### src/rtl/sv32_pkg.sv
// Shared Sv32 page-table-walk types: PTE layout, TLB update word packing and walker states.
package sv32_pkg;

  localparam int PTE_SIZE   = 4;
  localparam int PTE_SHIFT  = 2;
  localparam int PAGE_SHIFT = 12;
  localparam int UPD_ASID_W = 9;

  typedef struct packed {
    logic [11:0] ppn1;
    logic [9:0]  ppn0;
    logic [1:0]  rsw;
    logic        d;
    logic        a;
    logic        g;
    logic        u;
    logic        x;
    logic        w;
    logic        r;
    logic        v;
  } pte_t;

  // Field order matches the 63-bit word consumed by the TLB update port
  typedef struct packed {
    logic                  valid;
    logic                  is4M;
    logic [19:0]           vpn;
    logic [UPD_ASID_W-1:0] asid;
    pte_t                  pte;
  } tlb_update_t;

  typedef enum logic [2:0] {
    IDLE,
    L1_REQ,
    L1_WAIT,
    L0_REQ,
    L0_WAIT,
    UPDATE,
    FAULT
  } ptw_state_e;

endpackage

### src/rtl/sv32_pte_decode.sv
// Combinational Sv32 PTE classification shared by both walk levels.
module sv32_pte_decode
  import sv32_pkg::*;
(
  input  logic       i_v,
  input  logic       i_r,
  input  logic       i_w,
  input  logic       i_x,
  input  logic [9:0] i_ppn0,
  output logic       o_valid,
  output logic       o_leaf,
  output logic       o_misaligned
);

  // Write-without-read is a reserved encoding and is treated like an invalid entry
  assign o_valid      = i_v && !(i_w && !i_r);
  assign o_leaf       = i_r || i_x;
  assign o_misaligned = (i_ppn0 != 10'd0);

endmodule

### src/rtl/sv32_ptw_walker.sv
// Sv32 two-level page-table walker: one miss at a time, emits a TLB update word or a fault pulse.
module sv32_ptw_walker
  import sv32_pkg::*;
#(
  parameter int ASID_WIDTH = 9,
  parameter int PA_WIDTH   = 34
) (
  input  logic                  clk_i,
  input  logic                  rst_i,
  input  logic                  flush_i,
  input  logic [21:0]           satp_ppn_i,
  input  logic                  miss_valid_i,
  output logic                  miss_ready_o,
  input  logic [31:0]           miss_vaddr_i,
  input  logic [ASID_WIDTH-1:0] miss_asid_i,
  output logic                  mem_req_o,
  input  logic                  mem_gnt_i,
  output logic [PA_WIDTH-1:0]   mem_addr_o,
  input  logic                  mem_rvalid_i,
  input  logic [31:0]           mem_rdata_i,
  output logic [62:0]           update_o,
  output logic                  fault_o,
  output logic                  busy_o
);

  ptw_state_e            r_state;
  ptw_state_e            w_nextState;
  logic [19:0]           r_vpn;
  logic [ASID_WIDTH-1:0] r_asid;
  logic [21:0]           r_satp;
  logic [21:0]           r_ppn;
  logic                  r_abort;
  logic                  w_abortNext;
  tlb_update_t           r_update;

  pte_t                  w_pte;
  logic                  w_pteValid;
  logic                  w_pteLeaf;
  logic                  w_pteMisaligned;
  logic                  w_accept;
  logic                  w_inWait;
  logic [PA_WIDTH-1:0]   w_l1Addr;
  logic [PA_WIDTH-1:0]   w_l0Addr;

  assign w_pte = pte_t'(mem_rdata_i);

  sv32_pte_decode u_decode (
    .i_v          (w_pte.v),
    .i_r          (w_pte.r),
    .i_w          (w_pte.w),
    .i_x          (w_pte.x),
    .i_ppn0       (w_pte.ppn0),
    .o_valid      (w_pteValid),
    .o_leaf       (w_pteLeaf),
    .o_misaligned (w_pteMisaligned)
  );

  assign w_accept = (r_state == IDLE) && miss_valid_i && !flush_i;
  assign w_inWait = (r_state == L1_WAIT) || (r_state == L0_WAIT);

  // Root and PPN are held in registers so the address stays stable while gnt is low
  assign w_l1Addr = (PA_WIDTH'(r_satp) << PAGE_SHIFT) + (PA_WIDTH'(r_vpn[19:10]) << PTE_SHIFT);
  assign w_l0Addr = (PA_WIDTH'(r_ppn)  << PAGE_SHIFT) + (PA_WIDTH'(r_vpn[9:0])   << PTE_SHIFT);

  always_comb begin
    w_nextState = r_state;
    w_abortNext = r_abort;
    case (r_state)
      IDLE: begin
        w_abortNext = 1'b0;
        if (w_accept) w_nextState = L1_REQ;
      end
      L1_REQ, L0_REQ: begin
        // A flush that coincides with gnt still has a read in flight, so it becomes an abort
        if (mem_gnt_i) begin
          w_abortNext = flush_i;
          if (r_state == L1_REQ) w_nextState = L1_WAIT;
          else                   w_nextState = L0_WAIT;
        end else if (flush_i) begin
          w_nextState = IDLE;
        end
      end
      L1_WAIT, L0_WAIT: begin
        if (flush_i) w_abortNext = 1'b1;
        if (mem_rvalid_i) begin
          if (r_abort || flush_i)                           w_nextState = IDLE;
          else if (!w_pteValid)                             w_nextState = FAULT;
          else if (w_pteLeaf && r_state == L1_WAIT)         w_nextState = w_pteMisaligned ? FAULT : UPDATE;
          else if (w_pteLeaf)                               w_nextState = UPDATE;
          else if (r_state == L1_WAIT)                      w_nextState = L0_REQ;
          else                                              w_nextState = FAULT;
        end
      end
      UPDATE:  w_nextState = IDLE;
      FAULT:   w_nextState = IDLE;
      default: w_nextState = IDLE;
    endcase
  end

  always_ff @(posedge clk_i or posedge rst_i) begin
    if (rst_i) begin
      r_state  <= IDLE;
      r_abort  <= 1'b0;
      r_vpn    <= '0;
      r_asid   <= '0;
      r_satp   <= '0;
      r_ppn    <= '0;
      r_update <= '0;
    end else begin
      r_state <= w_nextState;
      r_abort <= w_abortNext;
      if (w_accept) begin
        r_vpn  <= miss_vaddr_i[31:12];
        r_asid <= miss_asid_i;
        r_satp <= satp_ppn_i;
      end
      if (r_state == L1_WAIT && mem_rvalid_i) begin
        r_ppn <= {w_pte.ppn1, w_pte.ppn0};
      end
      if (w_inWait && mem_rvalid_i) begin
        r_update <= '{valid: 1'b1,
                      is4M:  (r_state == L1_WAIT),
                      vpn:   r_vpn,
                      asid:  UPD_ASID_W'(r_asid),
                      pte:   w_pte};
      end
    end
  end

  assign miss_ready_o = (r_state == IDLE);
  assign mem_req_o    = (r_state == L1_REQ) || (r_state == L0_REQ);
  assign mem_addr_o   = (r_state == L1_REQ) ? w_l1Addr :
                        (r_state == L0_REQ) ? w_l0Addr : '0;
  assign update_o     = (r_state == UPDATE && !flush_i) ? r_update : '0;
  assign fault_o      = (r_state == FAULT);
  assign busy_o       = (r_state != IDLE);

endmodule

### config.mk
export PLATFORM = sky130hd
export DESIGN_NAME = sv32_ptw_walker
export DESIGN_NICKNAME = d
export VERILOG_FILES = /design/src/rtl/sv32_pkg.sv /design/src/rtl/sv32_pte_decode.sv /design/src/rtl/sv32_ptw_walker.sv
export SDC_FILE = /design/constraint.sdc
export NUM_CORES = 1
export LEC_CHECK = 0
export CAP_MARGIN = 10
export CORE_MARGIN = 2
export CORE_UTILIZATION = 48
export DETAILED_ROUTE_END_ITERATION = 7
export PLACE_DENSITY_LB_ADDON = 0.25
export REMOVE_ABC_BUFFERS = 1
export SLEW_MARGIN = 20
export SYNTH_ARGS = -nofsm -noshare
export SYNTH_HDL_FRONTEND = slang
export SYNTH_HIERARCHICAL = 1
export SYNTH_SLANG_ARGS = --single-unit
### constraint.sdc
create_clock -name clk_i -period 5.25 [get_ports clk_i]
set_clock_uncertainty 0.1 [all_clocks]
set_input_delay 1.05 -clock clk_i [delete_from_list [all_inputs] [get_ports clk_i]]
set_output_delay 1.05 -clock clk_i [all_outputs]
set_load 0.05 [all_outputs]
; Yosys cells after proc, flatten, opt, wreduce, memory -nomap -nowiden
; Index checks and enable logic that the tools add are counted.
[word_totals]
register_bits = 140
output_inout_bits = 101
elab_cells = 75
[op_classes]
addsub = 2
n_eq_ne = 11
mux = 18
n_reduce_logical = 23
[ops]
columns = op, count
row1 = adder 34 x 12 -> 34 bit, 2
row2 = two-way mux 34 bit, 2
row3 = two-way mux 63 bit, 1
row4 = two-way mux 3 bit, 10
row5 = nonzero test 10 bit, 1
row6 = "== test 3 bit, second input constant", 3
row7 = case mux 3 bit (3 select lines), 1
row8 = logical AND 1 bit, 8
row9 = "== test 3 x 2 -> 1 bit, second input constant", 2
row10 = "!= test 2 bit, second input constant", 3
row11 = AND reduction 3 bit, 2
row12 = nonzero test 3 bit, 2
row13 = logical OR 1 bit, 4
row14 = OR reduction 2 bit, 2
row15 = "== test 3 x 1 -> 1 bit, second input constant", 1
row16 = logical NOT 1 bit, 3
row17 = logical NOT 3 bit, 1
row18 = "!= test 3 bit, second input constant", 1
row19 = case mux 1 bit (3 select lines), 1
row20 = two-way mux 1 bit, 2
row21 = two-way mux 2 bit, 1
row22 = "!= test 2 x 1 -> 1 bit, second input constant", 1

; Longest topological paths before layout
[logic_depth]
word_depth = 8
ltp_mapped = 7
depth_no_buf = 6

; By module
; The synthesis kept the hierarchy.
[modules_own_cells]
columns = module, instances, cells_per_inst, area_per_inst_um2, seq_area_each_um2
row1 = sv32_ptw_walker, 1, 492, 6771.5, 3503.4
row2 = sv32_pte_decode, 1, 7, 38.8, 0.0

; Worst setup path before layout
; No wires, ideal clock.
[synth_timing]
path_kind = in2out
start = input flush_i
end = output update_o[10]
t_arrival_ns = 2.084
required_ns = 4.100
setup_slack_ns = 2.016
path_stages = 5
n_path_buf = 2
path_cell_list = inv_1 and4_1 buf_2 clkbuf_1 and2_1
[synth_via]
elab_chain_cells = 3
[synth_rtl]
columns = item, line
row1 = start: declaration, sv32_ptw_walker.sv:10  ; input logic flush_i,
row2 = logical NOT 1 bit, sv32_ptw_walker.sv:134  ; assign update_o = (r_state == UPDATE && !flush_i) ? r_update : '0;
row3 = logical AND 1 bit, sv32_ptw_walker.sv:134
row4 = two-way mux 63 bit, sv32_ptw_walker.sv:134
row5 = end: declaration, sv32_ptw_walker.sv:21  ; output logic [62:0] update_o,
; Every way passes these cells.

; Worst setup path in the final report
[layout_timing]
start = input flush_i
end = output update_o[27]
; Same word-level chain as after synthesis.

==> results_dict.tcl <==
set metrics [dict create \
    port_buffers 187 \
    setup_viol 0 \
    yosysWarnings 6 \
    start_util_pct 49.1 \
    globalRouteOverflowTotal 0 \
    yosys.area.top_type "dfrtp_1" \
    maxCapViolations 0 \
    drv_slew 0 \
    ant_nets 0 \
    stdcell_area_um2 9260 \
    via_per_inst 5.19 \
    max_slew.worst_pin.slew_ns 0.968 \
    diodes 0 \
    chipHeight_um 123 \
    final-hold-violation-count 0 \
    root_buffer "clkbuf_16" \
    cts_hold_buf 0 \
    antenna_found_initial 0 \
    fin_cells 873 \
    fmax_ghz 0.225 \
    coreArea_um2 13900 \
    endpoint_kind "output pin" \
    place_inst 841 \
    htreeDepth 4 \
    path_class "primary input to output pin" \
    fin_crit_ns 4.44 \
    clk_pin_slew_ns 0.06 \
    fin_nets 781 \
    min_path_type "register to register" \
    n_fill_cell 1034 \
    synth_top_cell_area_share_pct 51.4 \
    cts_tree "yes" \
    final_cell_mix "clkdlybuf4s50_1, dfrtp_1, mux2_2, mux2_4, and2_1" \
    max_slew_margin_pct 35.2 \
    post_drt_wl_per_cell_um 18.3 \
    clock_sinks 140 \
    fin_crit_sh_pct 84.6 \
    placed_area_um2 8670 \
    clockBufferDepth 2 \
    grt_setup_unrepaired "false" \
    die_area_um2 15200 \
    final_common_cell "clkdlybuf4s50_1" \
    cp_max_fo 31 \
    grt_first_pass_wirelength_um 25200 \
    cellLeakagePower_nw 3.90 \
    fin_worst_hold_slack_ns 0.356 \
    drt-total-wl_um 16000 \
    p_per_area_nw_per_um2 485 \
    synth_seq_cells 140 \
    peakVddDrop_uv 246 \
    via_count 4535 \
    synthesis.area_um2 6810 \
    grt_max_degree 78 \
    die-width_um 123 \
    dr.pass1.iters 4 \
    hpwl_um 10200 \
    post-route-util_pct 66.7 \
    drive_above_1_share_pct 26.8 \
    status "complete, no violations" \
    clk_latency_ns 0.41 \
    power_mw 4.49 \
    syn_inst 499 \
    synth_area_leaders "dfrtp_1, mux2_4, mux2_2" \
    synthDistinctLibCells 41 \
    area.growth.synth_to_final_pct 36.0 \
    cp.arrival_ns 3.29 \
    dpl_worst_slack_ns 0.815 \
    fin_tns_setup_ns 0 \
    drt_iter0_markers 190 \
    rows 43 \
    syn_area_per_cell_um2 13.6 \
    cts_buffers 17 \
    cp-start-kind "primary input" \
    gp_congestion 0.802 \
    postCtsSetupBuffers 0 \
    cts_resized 0 \
    setup_ws_ns 0.806 \
    grtUsageTotal_pct 22.1 \
    yosysSeqAreaShare_pct 51.4 \
    io_pins 202 \
    grt_pass1_vias 4775 \
    crit_required_ns 4.10 \
    drc 0 \
]
==> final timing paths <==
kind	start	endpoint	slack (ns)	depth (start not counted)
max	flush_i	update_o[27]	0.81	6
min	r_update[62]	r_update[62]	0.36	1
max reg2reg	r_state[1]	r_satp[4]	1.97	5
min reg2reg	r_update[62]	r_update[62]	0.36	1
max in group asynchronous	rst_i	r_vpn[14]	3.05	3
min in group asynchronous	rst_i	r_satp[13]	1.02	2
==> layout make-up <==
| cell class | instances | area, µm² | share of cell area, % |
|---|---|---|---|
| Sequential cell | 140 | 3500 | 37.9 |
| Multi-Input combinational cell | 315 | 2950 | 31.9 |
| Timing Repair Buffer | 196 | 1940 | 20.9 |
| Clock buffer | 20 | 447 | 4.82 |
| Tap cell | 180 | 225 | 2.43 |
| Clock inverter | 12 | 146 | 1.58 |
| Inverter | 10 | 42.5 | 0.459 |
==> power breakdown <==
group	total, mW	switching [mW]	internal, mW	leakage, nW
Combinational	1.43	0.608	0.822	1.93
Sequential	1.86	0.294	1.56	1.69
Clock	1.20	0.449	0.756	0.286
Total	4.49	1.35	3.14	3.90
==> synthesized netlist by cell type (all sizes together) <==
cell type and instances:
o211ai 1, and2 64, buf 27, mux2i 33, nor4b 1, o21ai 2
nand3 4, a21oi 3, o32ai 1, a32o 2, conb 1, o31a 1
o22ai 2, and3b 1, nor3b 3, nor4 2, a22oi 2, and4 1
inv 10, mux2 134, xor2 1, dfrtp 140, o31ai 2, a31oi 2
or2 3, a22o 1, nor2 37, clkbuf 8, nand2 6, nor3 2
o21bai 1, a21boi 1
==> flip-flops by register name, indices dropped and copies added, names as in the netlist <==
name / cells
r_satp: 22
r_vpn: 20
r_state: 3
r_asid: 9
r_update: 63
r_abort: 1
r_ppn: 22
==> cell families after synthesis <==
group                     after synthesis  synth area share (%)
AOI/OAI and AO/OA                      21                  2.19
xor gates and xnor gates                1                 0.239
buffers and inverters                  45                  5.35
DFF                                   140                  51.4
muxes                                 167                  30.5
other                                   1                0.0551
and+or+nand+nor                       124                  10.2
==> worst max-delay path, cell delays in order <==
cell and delay, ns:
clkdlybuf4s50_1 0.51, inv_1 0.15, and4_2 0.24, buf_4 0.30, and2_1 0.18, clkdlybuf4s50_1 0.84
==> per-layer routing <==
metal / GRT usage (%) / share of wire, % / vias up
met1: 27.8 / 42 / 2263
met2: 35.4 / 48 / 174
met4: 7.74 / 1.6 / 0
met5: 0 / 0 / -
met3: 7.80 / 8.3 / 27
li1: - / - / 2071
Note: power is estimated with default switching activity, not from simulation.
